--- src/rtl/ram_access_ctrl_pkg.sv ---
// Shared types and default widths for the RAM access controller.
package ram_access_pkg;
  localparam int ADDR_W_DEF = 7;
  localparam int DATA_W_DEF = 8;

  // VERIFY is only reachable when RAM_ACCESS_CTRL_VERIFY_EN is defined.
  typedef enum logic [2:0] {
    IDLE,
    WRITE,
    READ,
    RESP,
    VERIFY
  } state_e;
endpackage

--- src/rtl/ram_access_ctrl_if.sv ---
// Request/response channels plus the RAM strobe bus of the access controller.
// master: requester and RAM side; slave: the controller itself.
interface ram_access_ctrl_if #(
  parameter int ADDR_W = ram_access_pkg::ADDR_W_DEF,
  parameter int DATA_W = ram_access_pkg::DATA_W_DEF
);
  logic              req_valid;
  logic              req_ready;
  logic              req_we;
  logic [ADDR_W-1:0] req_addr;
  logic [DATA_W-1:0] req_wdata;
  logic              rsp_valid;
  logic              rsp_ready;
  logic [DATA_W-1:0] rsp_rdata;
  logic              mem_cs;
  logic              mem_we;
  logic              mem_oe;
  logic [ADDR_W-1:0] mem_addr;
  logic [DATA_W-1:0] mem_wdata;
  logic [DATA_W-1:0] mem_rdata;

  modport master (
    output req_valid, req_we, req_addr, req_wdata, rsp_ready, mem_rdata,
    input  req_ready, rsp_valid, rsp_rdata,
           mem_cs, mem_we, mem_oe, mem_addr, mem_wdata
  );

  modport slave (
    input  req_valid, req_we, req_addr, req_wdata, rsp_ready, mem_rdata,
    output req_ready, rsp_valid, rsp_rdata,
           mem_cs, mem_we, mem_oe, mem_addr, mem_wdata
  );
endinterface

--- src/rtl/ram_access_ctrl.sv ---
// Initiator for the synchronous single-port RAM: one outstanding request,
// write strobe or RD_LAT-cycle read strobe, then a held read response.
// Optional: RAM_ACCESS_CTRL_VERIFY_EN adds a read-back check after every
// write and a sticky verify_err output.
module ram_access_ctrl
  import ram_access_pkg::*;
#(
  parameter int ADDR_W = ADDR_W_DEF,
  parameter int DATA_W = DATA_W_DEF,
  parameter int RD_LAT = 1            // 1..4
) (
  input  logic             clk,
  input  logic             rst,
  ram_access_ctrl_if.slave bus,
  output logic             busy
`ifdef RAM_ACCESS_CTRL_VERIFY_EN
  ,
  output logic             verify_err
`endif
);

  // Down-counter reaches zero on the last strobe cycle of a read.
  localparam logic [1:0] CNT_INIT = 2'(RD_LAT - 1);

  state_e            state_q, state_d;
  logic [1:0]        cnt_q, cnt_d;
  logic [ADDR_W-1:0] addr_q;
  logic [DATA_W-1:0] wdata_q;
  logic [DATA_W-1:0] rdata_q;

  // State, latched request and captured read data.
  always_ff @(posedge clk or posedge rst) begin
    if (rst) begin
      state_q <= IDLE;
      cnt_q   <= '0;
      addr_q  <= '0;
      wdata_q <= '0;
      rdata_q <= '0;
    end else begin
      state_q <= state_d;
      cnt_q   <= cnt_d;
      if (state_q == IDLE && bus.req_valid) begin
        addr_q  <= bus.req_addr;
        wdata_q <= bus.req_wdata;
      end
      if (state_q == READ && cnt_q == '0)
        rdata_q <= bus.mem_rdata;
    end
  end

  // Next state and RAM strobes; strobes decode straight from state so a
  // reset drops them without waiting for a clock edge.
  always_comb begin
    state_d       = state_q;
    cnt_d         = cnt_q;
    bus.req_ready = 1'b0;
    bus.rsp_valid = 1'b0;
    bus.mem_cs    = 1'b0;
    bus.mem_we    = 1'b0;
    bus.mem_oe    = 1'b0;
    bus.mem_addr  = '0;
    bus.mem_wdata = '0;
    case (state_q)
      IDLE: begin
        bus.req_ready = 1'b1;
        if (bus.req_valid) begin
          state_d = bus.req_we ? WRITE : READ;
          cnt_d   = CNT_INIT;
        end
      end
      WRITE: begin
        bus.mem_cs    = 1'b1;
        bus.mem_we    = 1'b1;
        bus.mem_addr  = addr_q;
        bus.mem_wdata = wdata_q;
`ifdef RAM_ACCESS_CTRL_VERIFY_EN
        state_d = VERIFY;
        cnt_d   = CNT_INIT;
`else
        state_d = IDLE;
`endif
      end
      READ: begin
        bus.mem_cs   = 1'b1;
        bus.mem_oe   = 1'b1;
        bus.mem_addr = addr_q;
        if (cnt_q == '0) state_d = RESP;
        else             cnt_d   = cnt_q - 2'd1;
      end
      RESP: begin
        bus.rsp_valid = 1'b1;
        if (bus.rsp_ready) state_d = IDLE;
      end
`ifdef RAM_ACCESS_CTRL_VERIFY_EN
      VERIFY: begin
        bus.mem_cs   = 1'b1;
        bus.mem_oe   = 1'b1;
        bus.mem_addr = addr_q;
        if (cnt_q == '0) state_d = IDLE;
        else             cnt_d   = cnt_q - 2'd1;
      end
`endif
      default: state_d = IDLE;
    endcase
  end

`ifdef RAM_ACCESS_CTRL_VERIFY_EN
  // Sticky flag: read-back differs from what was just written.
  always_ff @(posedge clk or posedge rst) begin
    if (rst)
      verify_err <= 1'b0;
    else if (state_q == VERIFY && cnt_q == '0 && bus.mem_rdata != wdata_q)
      verify_err <= 1'b1;
  end
`endif

  assign bus.rsp_rdata = rdata_q;
  assign busy          = (state_q != IDLE);

endmodule

--- src/flat_wrapper.sv ---
// flat-port wrapper written by rule: the top's interface ports become plain ports
module ram_access_ctrl_flat import ram_access_pkg::*;
#(
  parameter int ADDR_W = ADDR_W_DEF,
  parameter int DATA_W = DATA_W_DEF,
  parameter int RD_LAT = 1                   
)
  (clk, rst, busy, bus_req_valid, bus_req_we, bus_req_addr, bus_req_wdata, bus_rsp_ready, bus_mem_rdata, bus_req_ready, bus_rsp_valid, bus_rsp_rdata, bus_mem_cs, bus_mem_we, bus_mem_oe, bus_mem_addr, bus_mem_wdata);
  ram_access_ctrl_if #(.ADDR_W(ADDR_W), .DATA_W(DATA_W)) bus_i ();
  input  logic clk;
  input  logic rst;
  output logic busy;
  input wire logic [$bits(bus_i.req_valid)-1:0] bus_req_valid;
  input wire logic [$bits(bus_i.req_we)-1:0] bus_req_we;
  input wire logic [$bits(bus_i.req_addr)-1:0] bus_req_addr;
  input wire logic [$bits(bus_i.req_wdata)-1:0] bus_req_wdata;
  input wire logic [$bits(bus_i.rsp_ready)-1:0] bus_rsp_ready;
  input wire logic [$bits(bus_i.mem_rdata)-1:0] bus_mem_rdata;
  output wire logic [$bits(bus_i.req_ready)-1:0] bus_req_ready;
  output wire logic [$bits(bus_i.rsp_valid)-1:0] bus_rsp_valid;
  output wire logic [$bits(bus_i.rsp_rdata)-1:0] bus_rsp_rdata;
  output wire logic [$bits(bus_i.mem_cs)-1:0] bus_mem_cs;
  output wire logic [$bits(bus_i.mem_we)-1:0] bus_mem_we;
  output wire logic [$bits(bus_i.mem_oe)-1:0] bus_mem_oe;
  output wire logic [$bits(bus_i.mem_addr)-1:0] bus_mem_addr;
  output wire logic [$bits(bus_i.mem_wdata)-1:0] bus_mem_wdata;
  assign bus_i.req_valid = bus_req_valid;
  assign bus_i.req_we = bus_req_we;
  assign bus_i.req_addr = bus_req_addr;
  assign bus_i.req_wdata = bus_req_wdata;
  assign bus_i.rsp_ready = bus_rsp_ready;
  assign bus_i.mem_rdata = bus_mem_rdata;
  assign bus_req_ready = bus_i.req_ready;
  assign bus_rsp_valid = bus_i.rsp_valid;
  assign bus_rsp_rdata = bus_i.rsp_rdata;
  assign bus_mem_cs = bus_i.mem_cs;
  assign bus_mem_we = bus_i.mem_we;
  assign bus_mem_oe = bus_i.mem_oe;
  assign bus_mem_addr = bus_i.mem_addr;
  assign bus_mem_wdata = bus_i.mem_wdata;
  ram_access_ctrl #(.ADDR_W(ADDR_W), .DATA_W(DATA_W), .RD_LAT(RD_LAT)) u_core (.clk(clk), .rst(rst), .bus(bus_i), .busy(busy));
endmodule
--- config.mk ---
export PLATFORM = sky130hd
export DESIGN_NAME = ram_access_ctrl_flat
export DESIGN_NICKNAME = d
export VERILOG_FILES = /design/src/rtl/ram_access_ctrl_pkg.sv /design/src/rtl/ram_access_ctrl_if.sv /design/src/rtl/ram_access_ctrl.sv /design/src/flat_wrapper.sv
export SDC_FILE = /design/constraint.sdc
export NUM_CORES = 1
export LEC_CHECK = 0
export ABC_AREA = 0
export CAP_MARGIN = 20
export CORE_ASPECT_RATIO = 1.2
export CORE_MARGIN = 2
export CORE_UTILIZATION = 37
export CTS_CLUSTER_SIZE = 16
export DETAILED_ROUTE_END_ITERATION = 6
export PLACE_DENSITY = 0.75
export SLEW_MARGIN = 0
export SYNTH_ARGS = -nofsm -noshare
export SYNTH_HDL_FRONTEND = slang
export SYNTH_SLANG_ARGS = --single-unit
export TNS_END_PERCENT = 5
--- constraint.sdc ---
create_clock -name clk -period 1.4 [get_ports clk]
set_input_delay 0.42 -clock clk [delete_from_list [all_inputs] [get_ports clk]]
set_output_delay 0.42 -clock clk [all_outputs]
set_load 0.05 [all_outputs]
---- Word-level counts from Yosys, hierarchy flattened ----
Index checks and enable logic that the tools add are counted.
word-level totals
  output and inout bits ................... 29
  flip-flop bits (word level) ............. 28
  bits of input ports ..................... 28
cells by class
  multiplexer cells ....................... 15
  reduce and logical (&&, ||, !) cells .... 9
  add/sub/neg operators ................... 1
  equal/unequal tests ..................... 7
operators by type and width
  kind                 number
  $mux 3               3
  $pmux 3 s3           1
  $mux 8               1
  $ne 2x2->1 const B   4
  $mux 7               1
  $eq 3x2->1 const B   2
  $mux 2               3
  $reduce_and 3->1     2
  $mux 1               5
  $pmux 2 s2           1
  $eq 3x1->1 const B   1
  $logic_not 3->1      1
  $reduce_bool 3->1    1
  $logic_and 1x1->1    2
  $logic_not 2->1      1
  $reduce_bool 2->1    1
  $reduce_or 2->1      1
  $sub 2x1->2 const B  1

---- Logic depth before layout (Yosys ltp) ----
  depth in word-level cells ............... 3
  depth in mapped cells ................... 5

---- Worst setup path after synthesis ----
OpenSTA, ideal clock, no wires.
  path kind ............................... register to output
  start ................................... register u_core.state_q[1]
  end ..................................... output bus_mem_addr[4]
  data arrival time ....................... 1.578 ns
  path slack .............................. -0.598 ns
  cell stages (with the launch flop) ...... 4
  data required time ...................... 0.980 ns
  path buffers ............................ 0
  cells stage by stage .................... dfrtp_1 inv_1 ha_1 and2_1
on the way
  word-level cells in the longest chain between the ends .. 3
RTL lines
  what                                      RTL line               text
  from (decl)                               ram_access_ctrl.sv:25  state_e state_q, state_d;
  from (signal assigned)                    ram_access_ctrl.sv:40  state_q <= state_d;
  $eq 3x1->1 or $eq 3x2->1 (tied branches)  ram_access_ctrl.sv:63  case (state_q)
  $reduce_or 2->1 (no line) (*)             n/a
  $mux 7 (*)                                ram_access_ctrl.sv:63
  to (decl)                                 flat_wrapper.sv:25     output wire logic [$bits(bus_i.mem_addr)-1:0] bus_mem_addr;
Mark *: on every way between the ends. The rest lies on a longest branch, timed or not.

---- Worst setup path in the final report ----
  start ................................... register u_core.state_q[0]
  end ..................................... output bus_mem_addr[2]
The elaborated chain is that of the path after synthesis.

==> summary.txt <==
Status
  – Status: complete, but fails checks
  – Failing checks: negative setup slack

Setup path
  – Crit path arrival time: about 1.4 ns
  – Worst path cell trace: inv_2, ha_4, and2_4, buf_12
  – FF-to-FF Start: u_core.cnt_q[0]
  – Path depth of the worst reg2reg path: 5
  – Critical Path End Type: output pin
  – Startpoint types: flop
  – Family with the most delay on the worst path: flip-flops
  – Worst setup endpoint: bus_mem_addr[2]
  – Critical path depth: 4
  – Slowest cell on the critical path: dfrtp_1
  – CP startpoint: u_core.state_q[0]
  – Max stage delay on crit path: 0.40 ns
  – Worst reg2reg endpoint: u_core.state_q[0]
  – Critical path class: reg -> out
  – Critical path buffer and inverter count: 2
  – CP required: 0.98 ns
  – FF-to-FF setup slack: -0.08 ns
  – Crit-path max FO: 8

Synthesis
  – Synthesized net count: ~130
  – Syn avg cell area: 13.6 µm²
  – Synth Area in Adders: 6.70%
  – Synth Area in Simple Gates: 9.47%
  – Synthesized flop and latch total: 27
  – Cell count after synthesis: 96
  – Post-Syn Area: between 1000 and 1500 µm²
  – Post-synth top area share: 51.7%
  – Count of cell types in the netlist: 17
  – Synth Area in Compound Gates: 2.97%
  – Largest cells by area after synthesis: dfrtp_1 (52%), mux2_4 (11%), mux2_2 (11%)
  – Largest family of logic cells by synthesized area: multiplexers
  – Multiplexer share of the synthesized area: around 26%
  – Area leader, netlist: dfrtp_1
  – Yosys Warn Count: 0
  – Post-synthesis sequential area ratio: 51.7%
  – Xor/xnor share of the synthesized area: 0%

GRT
  – First-pass GRT wire length: 5330 µm
  – Vias in the first global route: 1159
  – Antenna violations before repair: 0
  – Gr ovfl total: 0
  – Largest net degree at the start of global routing: 28
  – Gr usage total: between 10% and 20%

STA
  – Fin crit period: roughly 1.8 ns
  – Setup TNS: -7.18 ns
  – Final Setup Violations: 33
  – Setup WS post-layout: -0.372 ns
  – Count of pins over their slew limit: 0
  – Endpoints failing hold: 0
  – Period utilization: 127%
  – RSZ-0062 raised after global routing: yes
  – Worst slew pin tran: 0.340 ns
  – Clock skew after layout: 0.00180 ns
  – Slew HR: 77.3%
  – Peak Freq: 564 MHz
  – Hold Slack: 0.481 ns

Clock tree
  – Reg clk slew, reported paths: 0.09 ns
  – Skew-Pair Late Insertion Delay: 0.26 ns
  – Inserted Clock Buffers: 3
  – CTS Sinks: 27
  – Clock buffer depth: 2
  – CTS tree: yes
  – Hold_buf cts: 0
  – H-tree depth reported by CTS: 1
  – Root buf cell: clkbuf_8

Drt
  – Number of nets with antenna violations after routing: 0
  – Vias: between 900 and 1000
  – DRC viols: 0
  – Initial DRC count: 6
  – Vias/cell: roughly 4.7
  – Post-Route WL: 3110 µm
  – Post-DR wirelength/cell: between 15 and 20 µm
  – First drt pass iteration count: 4

Place
  – RD Place Congestion: 0.810
  – Placed inst area: 2370 µm²
  – Port Buf Inserts: 56

Floorplan
  – DIE HEIGHT: 69.1 µm
  – Site Rows: 23
  – Top Ports: 57
  – Initial Util: 38.8%
  – Die Area: 4030 µm²
  – Die X-Extent: 58.3 µm
  – Core area: 3370 µm²

Final layout
  – Antenna diode count: 0
  – Design area: 2480 µm²
  – Fraction of layout cells with a size suffix above 1: a little under three fifths
  – Layout area overhead: 89.7%
  – Fillers: 222
  – Layout Nets: 203

Worst hold path
  – Worst Hold Class: in -> async

Run
  – Max capacitance violation total: 0
## cells in the mapped netlist
cell type,instances
dfrtp_1,27
and2_1,15
mux2_2,13
mux2_4,10
inv_1,9
ha_1,7
mux2i_1,4
nand2_1,2
a211oi_2,1
a21oi_1,1
a221oi_2,1
a31oi_1,1
buf_6,1
nand2_2,1
nand2b_1,1
nor2_1,1
nor2b_1,1
## layout by cell type, fill, tap and decap left out, types with 3 or more instances in the layout
cell and n:
inv_2 3, clkbuf_8 3, mux2i_1 4, clkdlybuf4s50_1 27, dfrtp_1 27, and2_4 15
buf_12 32, mux2_2 12, inv_1 6, buf_4 9, mux2_4 11, ha_4 5
## worst min path at each step
stage | start | cells past startpoint | slack [ns] | endpoint
floorplan | rst | 1 | 0.47 | u_core.addr_q[0]
global placement | u_core.wdata_q[2] | 1 | 0.49 | u_core.wdata_q[2]
detailed placement | u_core.wdata_q[0] | 1 | 0.50 | u_core.wdata_q[0]
CTS | rst | 3 | 0.48 | u_core.bus.rsp_rdata[6]
global route | rst | 3 | 0.49 | u_core.bus.rsp_rdata[2]
finish | rst | 3 | 0.48 | u_core.bus.rsp_rdata[6]
## timing repair
action,CTS,global route
setup endpoints to repair,33,34
resized for setup,7,3
setup buffers,2,0
pin swaps,9,2
## registers in the layout (all words and copies together), names as in the netlist
signal and count:
u_core.bus.rsp_rdata 8, u_core.wdata_q 8, u_core.addr_q 7, u_core.cnt_q 2, u_core.state_q 2
## worst reg2reg max path, stage by stage, from the launching register on
cell and delay, ns:
dfrtp_1 0.37, inv_1 0.09, ha_1 0.27, inv_1 0.08, a221oi_2 0.38, mux2i_1 0.23
## per-stage QoR
step                std cells  utilization [%]  worst slack (ns)
floorplan                  96                -            -0.171
global placement          198             70.4            -0.187
detailed placement        198             70.4            -0.228
CTS                       204             73.3            -0.358
global route              204             73.7            -0.429
finish                    204             73.7            -0.372
## final cells by class
type / count / area, µm² / area share [%]
timing repair buffer: 68 / 978 / 39.5
multi-input combinational: 59 / 701 / 28.3
sequential: 27 / 676 / 27.2
clock buffer: 4 / 45.0 / 1.82
tap: 37 / 46.3 / 1.87
inverter: 9 / 33.8 / 1.36
## per-layer routing
layer / vias to the layer above / GRT usage (%) / routed length [µm]
met5: - / 0 / 0
met4: 0 / 4.65 / 17
met3: 2 / 3.00 / 133
met2: 25 / 30.6 / 1820
met1: 478 / 19.5 / 1140
li1: 458 / - / -
## cells by family after synthesis
group | count (synthesis)
simple gates | 21
compound gates | 4
buf+inv | 10
fa+ha+maj | 7
flops | 27
mux | 27
Power is not shown: default switching activity piles up to over one toggle a cycle in this logic, so the estimate is an artifact.
